===== config.mk =====
export PLATFORM = sky130hd
export DESIGN_NAME = seven_seg_scan_flat
export DESIGN_NICKNAME = d
export VERILOG_FILES = /design/src/rtl/seven_seg_scan_if.sv /design/src/rtl/seven_seg_scan.sv /design/src/flat_wrapper.sv
export SDC_FILE = /design/constraint.sdc
export NUM_CORES = 1
export LEC_CHECK = 0
export ABC_AREA = 1
export CAP_MARGIN = 15
export CELL_PAD_IN_SITES_DETAIL_PLACEMENT = 1
export CELL_PAD_IN_SITES_GLOBAL_PLACEMENT = 1
export CORE_UTILIZATION = 36
export CTS_CLUSTER_DIAMETER = 80
export DETAILED_ROUTE_END_ITERATION = 6
export PLACE_DENSITY_LB_ADDON = 0.1
export SLEW_MARGIN = 30
export SYNTH_ARGS = -nofsm -noshare
export SYNTH_HDL_FRONTEND = slang
export SYNTH_SLANG_ARGS = --single-unit

===== constraint.sdc =====
create_clock -name clk -period 1.65 [get_ports clk]
set_input_delay 0.165 -clock clk [delete_from_list [all_inputs] [get_ports clk]]
set_output_delay 0.165 -clock clk [all_outputs]
set_load 0.01 [all_outputs]

===== src/rtl/seven_seg_scan_if.sv =====
// Bundles the scanner's control inputs and display outputs.
// The core drives the master side and the scanner implements the slave side.
interface seven_seg_scan_if #(
  parameter int DIGITS = 4
);
  localparam int IW = (DIGITS > 1) ? $clog2(DIGITS) : 1;

  logic              en;
  logic              load;
  logic [4*DIGITS-1:0] value;
  logic [DIGITS-1:0] dp_in;
  logic [DIGITS-1:0] blank;
  logic [6:0]        seg;
  logic              dp;
  logic [DIGITS-1:0] an;
  logic [IW-1:0]     digit_idx;
  logic              frame_start;

  modport master (
    output en, load, value, dp_in, blank,
    input  seg, dp, an, digit_idx, frame_start
  );

  modport slave (
    input  en, load, value, dp_in, blank,
    output seg, dp, an, digit_idx, frame_start
  );
endinterface


===== src/rtl/seven_seg_scan.sv =====
// Time-multiplexed seven-segment scanner with a frame-coherent shadow register.
// Optional leading-zero suppression is enabled by defining SEVEN_SEG_LZ_BLANK_EN.
module seven_seg_scan #(
  parameter int DIGITS         = 4,
  parameter int REFRESH_DIV    = 1000,
  parameter bit SEG_ACTIVE_LOW = 1'b1,
  parameter bit AN_ACTIVE_LOW  = 1'b1
) (
  input logic             clk,
  input logic             rst,
  seven_seg_scan_if.slave bus
);
  localparam int IW  = (DIGITS > 1) ? $clog2(DIGITS) : 1;
  localparam int RCW = $clog2(REFRESH_DIV);
  localparam logic [RCW-1:0] RC_LAST  = RCW'(REFRESH_DIV - 1);
  localparam logic [IW-1:0]  IDX_LAST = IW'(DIGITS - 1);

  logic [RCW-1:0]      rc;
  logic [IW-1:0]       idx;
  logic                tick;
  logic                wrap;

  logic [4*DIGITS-1:0] pend_value, sh_value;
  logic [DIGITS-1:0]   pend_dp, sh_dp;
  logic [DIGITS-1:0]   pend_blank, sh_blank;
  logic                pend_flag;

  logic [DIGITS-1:0]   dark;
  logic [3:0]          nib;
  logic [6:0]          seg_a;
  logic                dp_a;
  logic [DIGITS-1:0]   an_a;

  logic [6:0]          seg_q;
  logic                dp_q;
  logic [DIGITS-1:0]   an_q;
  logic [IW-1:0]       idx_q;
  logic                fs_q;

  function automatic logic [6:0] decode(input logic [3:0] n);
    case (n)
      4'h0: decode = 7'b1111110;
      4'h1: decode = 7'b0110000;
      4'h2: decode = 7'b1101101;
      4'h3: decode = 7'b1111001;
      4'h4: decode = 7'b0110011;
      4'h5: decode = 7'b1011011;
      4'h6: decode = 7'b1011111;
      4'h7: decode = 7'b1110000;
      4'h8: decode = 7'b1111111;
      4'h9: decode = 7'b1111011;
      4'hA: decode = 7'b1110111;
      4'hB: decode = 7'b0011111;
      4'hC: decode = 7'b1001110;
      4'hD: decode = 7'b0111101;
      4'hE: decode = 7'b1001111;
      default: decode = 7'b1000111;
    endcase
  endfunction

  assign tick = bus.en && (rc == RC_LAST);
  assign wrap = tick && (idx == IDX_LAST);

  always_ff @(posedge clk) begin
    if (rst) begin
      rc  <= '0;
      idx <= '0;
    end else if (bus.en) begin
      if (tick) begin
        rc  <= '0;
        idx <= (idx == IDX_LAST) ? '0 : idx + IW'(1);
      end else begin
        rc <= rc + RCW'(1);
      end
    end
  end

  // A load on the wrap edge bypasses pending so that frame shows it immediately.
  always_ff @(posedge clk) begin
    if (rst) begin
      pend_value <= '0;
      pend_dp    <= '0;
      pend_blank <= '0;
      pend_flag  <= 1'b0;
      sh_value   <= '0;
      sh_dp      <= '0;
      sh_blank   <= '0;
    end else begin
      if (bus.load) begin
        pend_value <= bus.value;
        pend_dp    <= bus.dp_in;
        pend_blank <= bus.blank;
        pend_flag  <= 1'b1;
      end
      if (wrap) begin
        if (bus.load) begin
          sh_value <= bus.value;
          sh_dp    <= bus.dp_in;
          sh_blank <= bus.blank;
        end else if (pend_flag) begin
          sh_value <= pend_value;
          sh_dp    <= pend_dp;
          sh_blank <= pend_blank;
        end
        pend_flag <= 1'b0;
      end
    end
  end

`ifdef SEVEN_SEG_LZ_BLANK_EN
  logic lz_run;
  always_comb begin
    dark   = sh_blank;
    lz_run = 1'b1;
    for (int i = DIGITS - 1; i >= 1; i--) begin
      if (lz_run && (sh_value[4*i +: 4] == 4'h0)) dark[i] = 1'b1;
      else lz_run = 1'b0;
    end
  end
`else
  always_comb begin
    dark = sh_blank;
  end
`endif

  // Suppressed digits keep their dp; only explicit blanking hides it.
  always_comb begin
    nib   = sh_value[{idx, 2'b00} +: 4];
    seg_a = '0;
    dp_a  = 1'b0;
    an_a  = '0;
    if (bus.en) begin
      an_a[idx] = 1'b1;
      if (!sh_blank[idx]) dp_a  = sh_dp[idx];
      if (!dark[idx])     seg_a = decode(nib);
    end
  end

  always_ff @(posedge clk) begin
    if (rst) begin
      seg_q <= {7{SEG_ACTIVE_LOW}};
      dp_q  <= SEG_ACTIVE_LOW;
      an_q  <= {DIGITS{AN_ACTIVE_LOW}};
      idx_q <= '0;
      fs_q  <= 1'b0;
    end else begin
      seg_q <= seg_a ^ {7{SEG_ACTIVE_LOW}};
      dp_q  <= dp_a ^ SEG_ACTIVE_LOW;
      an_q  <= an_a ^ {DIGITS{AN_ACTIVE_LOW}};
      idx_q <= idx;
      fs_q  <= bus.en && (idx == '0) && (rc == '0);
    end
  end

  assign bus.seg         = seg_q;
  assign bus.dp          = dp_q;
  assign bus.an          = an_q;
  assign bus.digit_idx   = idx_q;
  assign bus.frame_start = fs_q;
endmodule


===== src/flat_wrapper.sv =====
// flat-port wrapper written by rule: the top's interface ports become plain ports
module seven_seg_scan_flat 
#(
  parameter int DIGITS         = 4,
  parameter int REFRESH_DIV    = 1000,
  parameter bit SEG_ACTIVE_LOW = 1'b1,
  parameter bit AN_ACTIVE_LOW  = 1'b1
)
  (clk, rst, bus_en, bus_load, bus_value, bus_dp_in, bus_blank, bus_seg, bus_dp, bus_an, bus_digit_idx, bus_frame_start);
  seven_seg_scan_if #(.DIGITS(DIGITS)) bus_i ();
  input logic clk;
  input logic rst;
  input wire logic [$bits(bus_i.en)-1:0] bus_en;
  input wire logic [$bits(bus_i.load)-1:0] bus_load;
  input wire logic [$bits(bus_i.value)-1:0] bus_value;
  input wire logic [$bits(bus_i.dp_in)-1:0] bus_dp_in;
  input wire logic [$bits(bus_i.blank)-1:0] bus_blank;
  output wire logic [$bits(bus_i.seg)-1:0] bus_seg;
  output wire logic [$bits(bus_i.dp)-1:0] bus_dp;
  output wire logic [$bits(bus_i.an)-1:0] bus_an;
  output wire logic [$bits(bus_i.digit_idx)-1:0] bus_digit_idx;
  output wire logic [$bits(bus_i.frame_start)-1:0] bus_frame_start;
  assign bus_i.en = bus_en;
  assign bus_i.load = bus_load;
  assign bus_i.value = bus_value;
  assign bus_i.dp_in = bus_dp_in;
  assign bus_i.blank = bus_blank;
  assign bus_seg = bus_i.seg;
  assign bus_dp = bus_i.dp;
  assign bus_an = bus_i.an;
  assign bus_digit_idx = bus_i.digit_idx;
  assign bus_frame_start = bus_i.frame_start;
  seven_seg_scan #(.DIGITS(DIGITS), .REFRESH_DIV(REFRESH_DIV), .SEG_ACTIVE_LOW(SEG_ACTIVE_LOW), .AN_ACTIVE_LOW(AN_ACTIVE_LOW)) u_core (.clk(clk), .rst(rst), .bus(bus_i));
endmodule

Word-level counts from Yosys, hierarchy flattened:

Memories as Yosys holds them, arrays and structs flattened.
Index checks and enable logic that the tools add are counted.

* flip-flop bits (word level): 76
* ROM bits: 112
* word-level logic and storage cells: 55
* memories kept: 1

Memory list
* (no name shown): depth 16, bits a word 7, read ports 1, clocked after Yosys merged registers in 0, write ports 0, RTL line seven_seg_scan.sv:41 `case (n)`

* $add $sub $neg: 2
* $lt $le $gt $ge: 2
* equal/unequal tests: 2
* shift operators: 1
* muxes and demuxes: 19
* bitwise logic cells: 3
* reduce and logical (&&, ||, !) cells: 11

Operators by type and width (number)
* 16-bit two-way mux: 2
* 4-bit two-way mux: 5
* 16-bit by 5-bit indexed part select with 4-bit output: 1
* 7-bit two-way mux: 2
* 10-bit by 1-bit adder with 10-bit output, second input constant: 1
* 10-bit equality test, second input constant: 1
* 10-bit logical NOT: 1
* 10-bit two-way mux: 1
* 7-bit inverter: 1
* 1-bit logical AND: 5
* 1-bit two-way mux: 5
* 1-bit binary-select mux with 2-bit select: 2
* 4-bit inverter: 1
* 2-bit AND reduction: 2
* 2-bit by 3-bit less-than comparator with 1-bit output, second input constant: 1
* 2-bit by 1-bit adder with 2-bit output, second input constant: 1
* 1-bit demux with 2-bit select: 1
* 2-bit equality test, second input constant: 1
* 2-bit by 1-bit >= comparator with 1-bit output, second input constant: 1
* 2-bit logical NOT: 1
* 2-bit two-way mux: 1
* 2-bit nonzero test: 1
* 2-bit OR reduction: 1
* 1-bit inverter: 1

Logic depth before layout (Yosys ltp):

Gate-level depths: netlist of run 1.

* depth after elaboration: 6
* gate-level depth with buffers: 11
* depth with buffers taken out: 10

Worst setup path after synthesis of run 1:

No wires, ideal clock.

* path kind: register -> register
* start: register u_core.idx[0]
* end: register u_core.seg_q[6] (netlist: u_core.bus.seg[6])
* data arrival time: 1.560 ns
* required time: 1.519 ns
* path slack: -0.041 ns
* stages on the path, launching flop included: 12
* buffers on the path: 1
* period minus slack after synthesis: 1.691 ns
* cells stage by stage: dfxtp_1 -> inv_1 -> buf_2 -> nand2_1 -> nand3_1 -> nand2_1 -> inv_1 -> ha_1 -> inv_1 -> nand3_1 -> nand3_1 -> nand3_1

* cells in the longest elaborated chain, start to end: 5
* elaborated cells between the ends (all ways): 7
* classes of those cells: 1 x shift; 4 x mux; 1 x bitwise; 1 x memory

RTL lines
* start, declared: RTL line seven_seg_scan.sv:19 `logic [IW-1:0] idx;`
* start signal, assigned: RTL line seven_seg_scan.sv:71 `idx <= (idx == IDX_LAST) ? '0 : idx + IW'(1);`
* 16-bit by 5-bit indexed part select with 4-bit output or 1-bit binary-select mux with 2-bit select (tied branches): RTL line seven_seg_scan.sv:128, seven_seg_scan.sv:135
* memory 16 x 7 bit or 1-bit two-way mux (tied branches)
* 7-bit two-way mux *: RTL line seven_seg_scan.sv:135 `if (!dark[idx]) seg_a = decode(nib);`
* 7-bit two-way mux *: RTL line seven_seg_scan.sv:132 `if (bus.en) begin`
* 7-bit inverter (no line) *
* end signal, assigned: RTL line seven_seg_scan.sv:141 `seg_q <= {7{SEG_ACTIVE_LOW}};`
* end signal, assigned: RTL line seven_seg_scan.sv:147 `seg_q <= seg_a ^ {7{SEG_ACTIVE_LOW}};`
* end, declared: RTL line seven_seg_scan.sv:34 `logic [6:0] seg_q;`

Every way passes the cells marked *; elsewhere a longest branch is shown, timed or not. The select of a mux whose other input is x is not followed.
A chain may end at the register's enable or synchronous reset.

Final worst setup path of run 1:

* start: register u_core.rc[1]
* end: register u_core.sh_value[6]

* cells in the longest elaborated chain, start to end: 4

RTL lines
* start, declared: RTL line seven_seg_scan.sv:18 `logic [RCW-1:0] rc;`
* start signal, assigned: RTL line seven_seg_scan.sv:73 `rc <= rc + RCW'(1);`
* 10-bit equality test: RTL line seven_seg_scan.sv:61 `assign tick = bus.en && (rc == RC_LAST);`
* 1-bit logical AND: RTL line seven_seg_scan.sv:61
* 1-bit logical AND: RTL line seven_seg_scan.sv:62 `assign wrap = tick && (idx == IDX_LAST);`
* 2-bit AND reduction (no line)
* end signal, assigned: RTL line seven_seg_scan.sv:97 `sh_value <= bus.value;`
* end signal, assigned: RTL line seven_seg_scan.sv:101 `sh_value <= pend_value;`
* end, declared: RTL line seven_seg_scan.sv:23 `logic [4*DIGITS-1:0] pend_value, sh_value;`

No other way between the ends.

==> results of run 1 <==
[stage by stage]
step           setup WS, ns  cells  TNS (ns)  power [mW]  cell area, um^2
6_report              0.109    676         0        4.01             4450
5_1_grt              0.0128    676         0        4.17             4450
4_1_cts              0.0410    676         0        4.06             4430
3_5_place_dp        -0.0507    660    -0.304        2.28             4180
3_3_place_gp        -0.0174    660   -0.0552        2.26             4180
2_1_floorplan       0.00242    474         0        2.10             3430
[worst max-delay path: cells and delay by family (launching register included)]
family / cells / cell delay (ns)
and+or+nand+nor: 5 / 0.68
DFF: 1 / 0.36
buffers and inverters: 1 / 0.19
adders and majority gates: 1 / 0.20
[metal layers]
| metal | track usage, % | up-vias |
|---|---|---|
| met1 | 23.1 | 1500 |
| met4 | 7.13 | 0 |
| li1 | - | 1654 |
| met5 | 0 | - |
| met2 | 34.7 | 48 |
| met3 | 2.81 | 11 |
[cells in the mapped netlist (2+ instances only)]
| cell type | n | area share (%) |
|---|---|---|
| nand4_1 | 27 | 4.9 |
| nand2_1 | 110 | 12 |
| clkbuf_8 | 3 | 1.2 |
| ha_1 | 12 | 4.4 |
| nor2_1 | 93 | 10 |
| o21ai_0 | 30 | 4.4 |
| nor2_2 | 2 | 0.37 |
| inv_1 | 42 | 4.6 |
| or2_2 | 2 | 0.37 |
| clkbuf_1 | 10 | 1.1 |
| inv_2 | 4 | 0.44 |
| a21oi_1 | 5 | 0.73 |
| nor3_1 | 3 | 0.44 |
| buf_6 | 2 | 0.66 |
| dfxtp_1 | 76 | 44 |
| nand3_1 | 33 | 4.8 |
| buf_2 | 5 | 0.73 |
| nor3_4 | 2 | 0.95 |
[final timing paths]
kind / start / end / slack [ns]
worst min register to register: u_core.sh_value[15] / u_core.sh_value[15] / 0.49
worst max register to register: u_core.rc[1] / u_core.sh_value[6] / 0.11
worst min-delay path: bus_blank[0] / u_core.pend_blank[0] / 0.48
worst max-delay path: u_core.rc[1] / u_core.sh_value[6] / 0.11
[area by class of cell]
type	instances	area share, %
multi-input combinational	330	36.1
sequential	76	34.2
timing repair buffer	78	16.5
inverter	47	3.97
tap	129	3.63
clock buffer	12	3.49
clock inverter	4	2.14
[layout by cell type, fill, tap and decap left out, types with 2 or more instances in the layout]
cell type,instances
a21oi_1,5
buf_12,3
buf_4,32
bufinv_16,3
clkbuf_8,11
clkdlybuf4s50_1,42
dfxtp_1,75
ha_1,10
ha_2,2
inv_1,40
inv_2,6
nand2_1,108
nand2_2,2
nand3_1,33
nand4_1,27
nor2_1,92
nor2_2,3
nor3_1,3
nor3_4,2
o21ai_0,30
or2_2,2
[registers in the layout, indices dropped and copies added, names as in the netlist, 7 cells and up]
signal / flops
u_core.bus.seg: 7
u_core.sh_value: 16
u_core.pend_value: 16
u_core.rc: 10
[power by group through the flow]
stage	clock (mW)	sequential [mW]	combinational, mW
global placement	0	1.95	0.318
floorplan	0	1.95	0.152
CTS	1.83	1.91	0.328
finish	1.78	1.91	0.322
detailed placement	0	1.95	0.326
global route	1.90	1.91	0.363
[logic make-up after synthesis]
family / count (synthesis) / synth area share [%]
compound gates: 42 / 6.76
flops: 76 / 44.4
simple gates: 276 / 35.3
buf+inv: 68 / 9.06
fa+ha+maj: 12 / 4.39
[repair_timing]
item / 4_1_cts / 5_1_grt
pin swaps: 0 / 0
gates cloned: 0 / 0
hold buffers: 0 / 0
gates resized for setup: 1 / 7
setup endpoints to repair: 1 / 19
==> results by group, run 1 <==
Outcome
  – Status: complete, no violations

Synthesis
  – EDFF count, synth: 0
  – Total nets after synthesis: 514
  – Synth Instances: 474
  – Syn_area_per_cell: roughly 7.2 um^2
  – Async set or reset register ratio after synthesis: 0%
  – Number of warnings issued by yosys: 0
  – Seq cells post-synth: 76
  – Count of unique library cells instantiated by Yosys: 31
  – Dominant synthesized flop cell: dfxtp_1
  – Mapped Area: 3420 um^2
  – Sequential share of the synthesized area: between 40% and 50%

Clock network
  – Post-CTS setup buffers: 0
  – CTS root buffer: clkbuf_8
  – Clk sink count: 76
  – CTS Buf Count: 9
  – CTS H-Tree Depth: 3
  – Longest Clk Path Bufs: 2
  – CTS tree: yes
  – Clock Pin Slew Worst Setup and Hold Paths: 0.08 ns
  – Worst-Skew Late Latency: 0.35 ns

Route
  – DRT antenna net count: 0
  – M1 WL: 4.10 mm
  – Vias per std cell: around 4.8
  – Metal3 WL: around 200 um
  – TritonRoute pass-1 iters: 4
  – Routed WL: 8.67 mm
  – Routed wire per std cell: ~13 um
  – Violation count after the first detailed-route iteration: 82
  – Via count: 3213
  – Top Layer Used: met4
  – Met2 wire length: roughly 4.2 mm
  – # DRC: 0

Setup path
  – Worst R2R Path Depth: 7
  – CP cell instances: ha_2 > nand3_1 > nor3_4 > buf_12 > nand4_1 > nand2_1 > nor2_1
  – Slowest CP cell: dfxtp_2
  – CP Class: register to register
  – Setup crit start kind: register
  – Worst EP required: ~1.9 ns
  – Crit path max fanout: 25
  – CP peak stage delay: approximately 0.36 ns
  – Element type at the critical path end: register
  – Crit path DAT: 1.78 ns

STA
  – Skew final: 0.0122 ns
  – Pin slew with the least headroom to its limit: 0.380 ns
  – Relative slew margins: 74.5%
  – Hold slack: approximately 0.48 ns
  – Final setup violation count: 0
  – Slew Viols, Final: 0
  – F_max: 649 MHz
  – Tmin final: around 1.5 ns
  – RSZ-0062 raised after global routing: false
  – Fraction of the cycle the final worst path needs: 93.4%
  – Hold Violations, Final: 0

Power
  – Sequential Power Share: 47.5%
  – Clock network power share: roughly 45%
  – P_sw: 0.878 mW
  – Leak pwr: 1.93 nW
  – Pwr dens: approximately 900 nW/um^2
  – Max VDD drop: around 460 uV
  – Internal: 3.13 mW
  – Gate power share: under 10%
  – Sw frac: 21.9%

Floorplanning
  – Die Wd: 99.5 um
  – Row Count: 35
  – Die Footprint: 9900 um^2
  – Die extent in y: 99.5 um
  – Core footprint: 9240 um^2
  – I/O pins: 43
  – Initial Utilization: 37.0%

Global routing
  – Total GRT Usage: 19.2%
  – Initial antenna violation count: 0
  – Gr ovfl total: 0
  – First-pass GRT wire length: 15.1 mm
  – Largest net degree at the start of global routing: 49
  – Via count of the first global-routing pass: 3315

Finish
  – Fill count: 1170
  – Net count, final: 582
  – Inserted Diodes: 0
  – Layout cells sized above 1: 13.2%
  – Area of the multi-input gates: roughly 1600 um^2
  – Sequential cell area: roughly 1500 um^2
  – Layout Utilization: about half
  – Area Growth Syn to Fin: 29.9%

Place
  – RePlAce Congestion: 0.766
  – Port Buffers: 42
  – Post-DP HPWL: 6.37 mm

Hold path
  – Hold depth: 5
  – HP Class: primary input to register

Flow run
  – Max-cap check violation count: 0
No activity file was read; power rests on OpenSTA's default activity.
==> run 2: changes to the inputs <==
==> constraint.sdc (replaced) <==
create_clock -name clk -period 1.65 [get_ports clk]
set_input_delay 0.2475 -clock clk [delete_from_list [all_inputs] [get_ports clk]]
set_output_delay 0.2475 -clock clk [all_outputs]
set_load 0.01 [all_outputs]
==> run 2 against run 1 <==
  * Non-clock buffer count grew 11
  * Worst hold slack improved by 0.0028 ns
  * Critical path depth is the same
  * Critical path type unchanged
  * Largest power group unchanged
==> results by group, run 2 (synthesis results as in run 1) <==
Clock network
  – Worst-Skew Late Latency: 0.35 ns
  – Post_cts resized: 1
  – CTS Buf Count: 9
  – Post-cts hold buffer count: 0
  – Clock Pin Slew Worst Setup and Hold Paths: 0.08 ns
  – Post-CTS setup buffers: 0
  – CTS H-Tree Depth: 3
  – Longest Clk Path Bufs: 2
  – Clk sink count: 76
  – CTS tree: yes
  – CTS root buffer: clkbuf_8

Global routing
  – Initial antenna violation count: 0
  – Gr ovfl total: 0
  – Via count of the first global-routing pass: 3197
  – Total GRT Usage: 18.9%
  – First-pass GRT wire length: 14.8 mm
  – Largest net degree at the start of global routing: 49

Floorplanning
  – Core footprint: 9240 um^2
  – Die extent in y: 99.5 um
  – Die Footprint: 9900 um^2
  – I/O pins: 43
  – Row Count: 35
  – Die Wd: 99.5 um
  – Initial Utilization: 37.0%

STA
  – Skew final: 0.0115 ns
  – RSZ-0062 raised after global routing: false
  – Relative slew margins: between 70% and 80%
  – Fraction of the cycle the final worst path needs: between 90% and 100%
  – Pin slew with the least headroom to its limit: approximately 0.38 ns
  – Tmin final: 1.54 ns
  – F_max: 651 MHz
  – Slew Viols, Final: 0
  – Final setup violation count: 0
  – Hold Violations, Final: 0

Finish
  – Layout cells sized above 1: 14.5%
  – Inserted Diodes: 0
  – Area Growth Syn to Fin: 31.0%
  – Net count, final: 593
  – Commonest non-fill, non-tap cell in the layout: nand2_1
  – Design Area, Final: 4480 um^2
  – Largest regs: u_core.pend_value: 16 flops, u_core.sh_value: 16 flops, u_core.rc: 10 flops
  – Fill count: about 1100
  – Most frequent cells in the layout: 108 x nand2_1, 93 x nor2_1, 74 x dfxtp_1, 43 x buf_4, 42 x clkdlybuf4s50_1

Route
  – # DRC: 0
  – Violation count after the first detailed-route iteration: 75
  – M1 WL: a little over 4 mm
  – Metal3 WL: 260 um
  – Met2 wire length: 4.22 mm
  – Routed WL: 8.63 mm
  – Vias per std cell: 4.73
  – TritonRoute pass-1 iters: 4
  – Routed wire per std cell: approximately 13 um
  – Top Layer Used: met4
  – DRT antenna net count: 0
  – Via count: 3242

Place
  – Post-DP HPWL: 6.27 mm
  – Post-placement cell area: between 4000 and 5000 um^2
  – Port Buffers: 42
  – RePlAce Congestion: between 0.7 and 0.8

Setup path
  – Slowest CP cell: a21boi_2
  – Setup crit start kind: register
  – RR Startpoint: u_core.idx[0]
  – CP cell instances: inv_2 > buf_4 > nand2_1 > nand3_1 > a21boi_2 > buf_4 > nand3_1
  – CP startpoint: u_core.idx[0]
  – Element type at the critical path end: register
  – Worst EP required: 1.89 ns
  – CP Class: register to register
  – Crit path DAT: 1.77 ns
  – Crit path max fanout: 10
  – CP peak stage delay: 0.37 ns

Outcome
  – Status: complete, no violations

Power
  – Max VDD drop: 338 uV
  – Pwr dens: 841 nW/um^2
  – Leak pwr: 1.96 nW
  – Final total power: 3.77 mW

Hold path
  – HP Class: register to register
  – Worst hold start: u_core.sh_value[15]

Flow run
  – Max-cap check violation count: 0
run 2: changes by cell type in the layout (fill, tap and decap cells not counted):
cell / change
clkbuf_8: -2
clkinv_2: +1
nor2_1: +1
inv_2: -1
dfxtp_2: +1
bufinv_16: -1
clkinvlp_4: +1
dfxtp_1: -1
inv_1: +1
nor2_2: -1
buf_4: +11
run 2: per-stage QoR:
| step | setup TNS [ns] | std cells | hold slack (ns) | util [%] | setup slack [ns] |
|---|---|---|---|---|---|
| after floorplan | 0 | 474 | 0.352 | - | 0.00242 |
| after global placement | -2.16 | 671 | 0.460 | 46.1 | -0.104 |
| after detailed placement | -2.81 | 671 | 0.469 | 46.1 | -0.114 |
| after CTS | 0 | 686 | 0.487 | 48.4 | 0.0326 |
| after global routing | 0 | 686 | 0.514 | 48.5 | 0.00487 |
| final | 0 | 686 | 0.484 | 48.5 | 0.115 |
run 2: final cells by class:
class	count	area, um^2	share of cell area (%)
timing repair buffer	89	815	18.2
multi-input combinational	330	1600	35.7
clock buffer	10	128	2.85
sequential	76	1520	34.0
tap	129	161	3.60
inverter	47	176	3.94
clock inverter	5	77.6	1.73
run 2: final timing paths:
kind                         endpoint  slack [ns]  depth (start not counted)
hold / removal    u_core.sh_value[15]        0.48                          2
setup reg to reg    u_core.bus.seg[2]        0.11                          7
setup / recovery    u_core.bus.seg[2]        0.11                          7
hold reg to reg   u_core.sh_value[15]        0.48                          2
run 2: metal layers:
layer / track usage [%] / vias to the layer above
li1: - / 1676
met2: 32.7 / 46
met3: 3.16 / 6
met5: 0 / -
met4: 6.45 / 0
met1: 23.7 / 1514
run 2: power by group:
| part | internal, mW | switching (mW) |
|---|---|---|
| combinational | 0.179 | 0.168 |
| sequential | 1.89 | 0.0155 |
| clock | 0.839 | 0.678 |
run 2: worst max-delay path, delay by kind of cell (launching register included):
| kind | cells | cell delay [ns] |
|---|---|---|
| and+or+nand+nor | 3 | 0.23 |
| AOI/OAI and AO/OA | 1 | 0.37 |
| DFF | 1 | 0.36 |
| buffers and inverters | 3 | 0.46 |
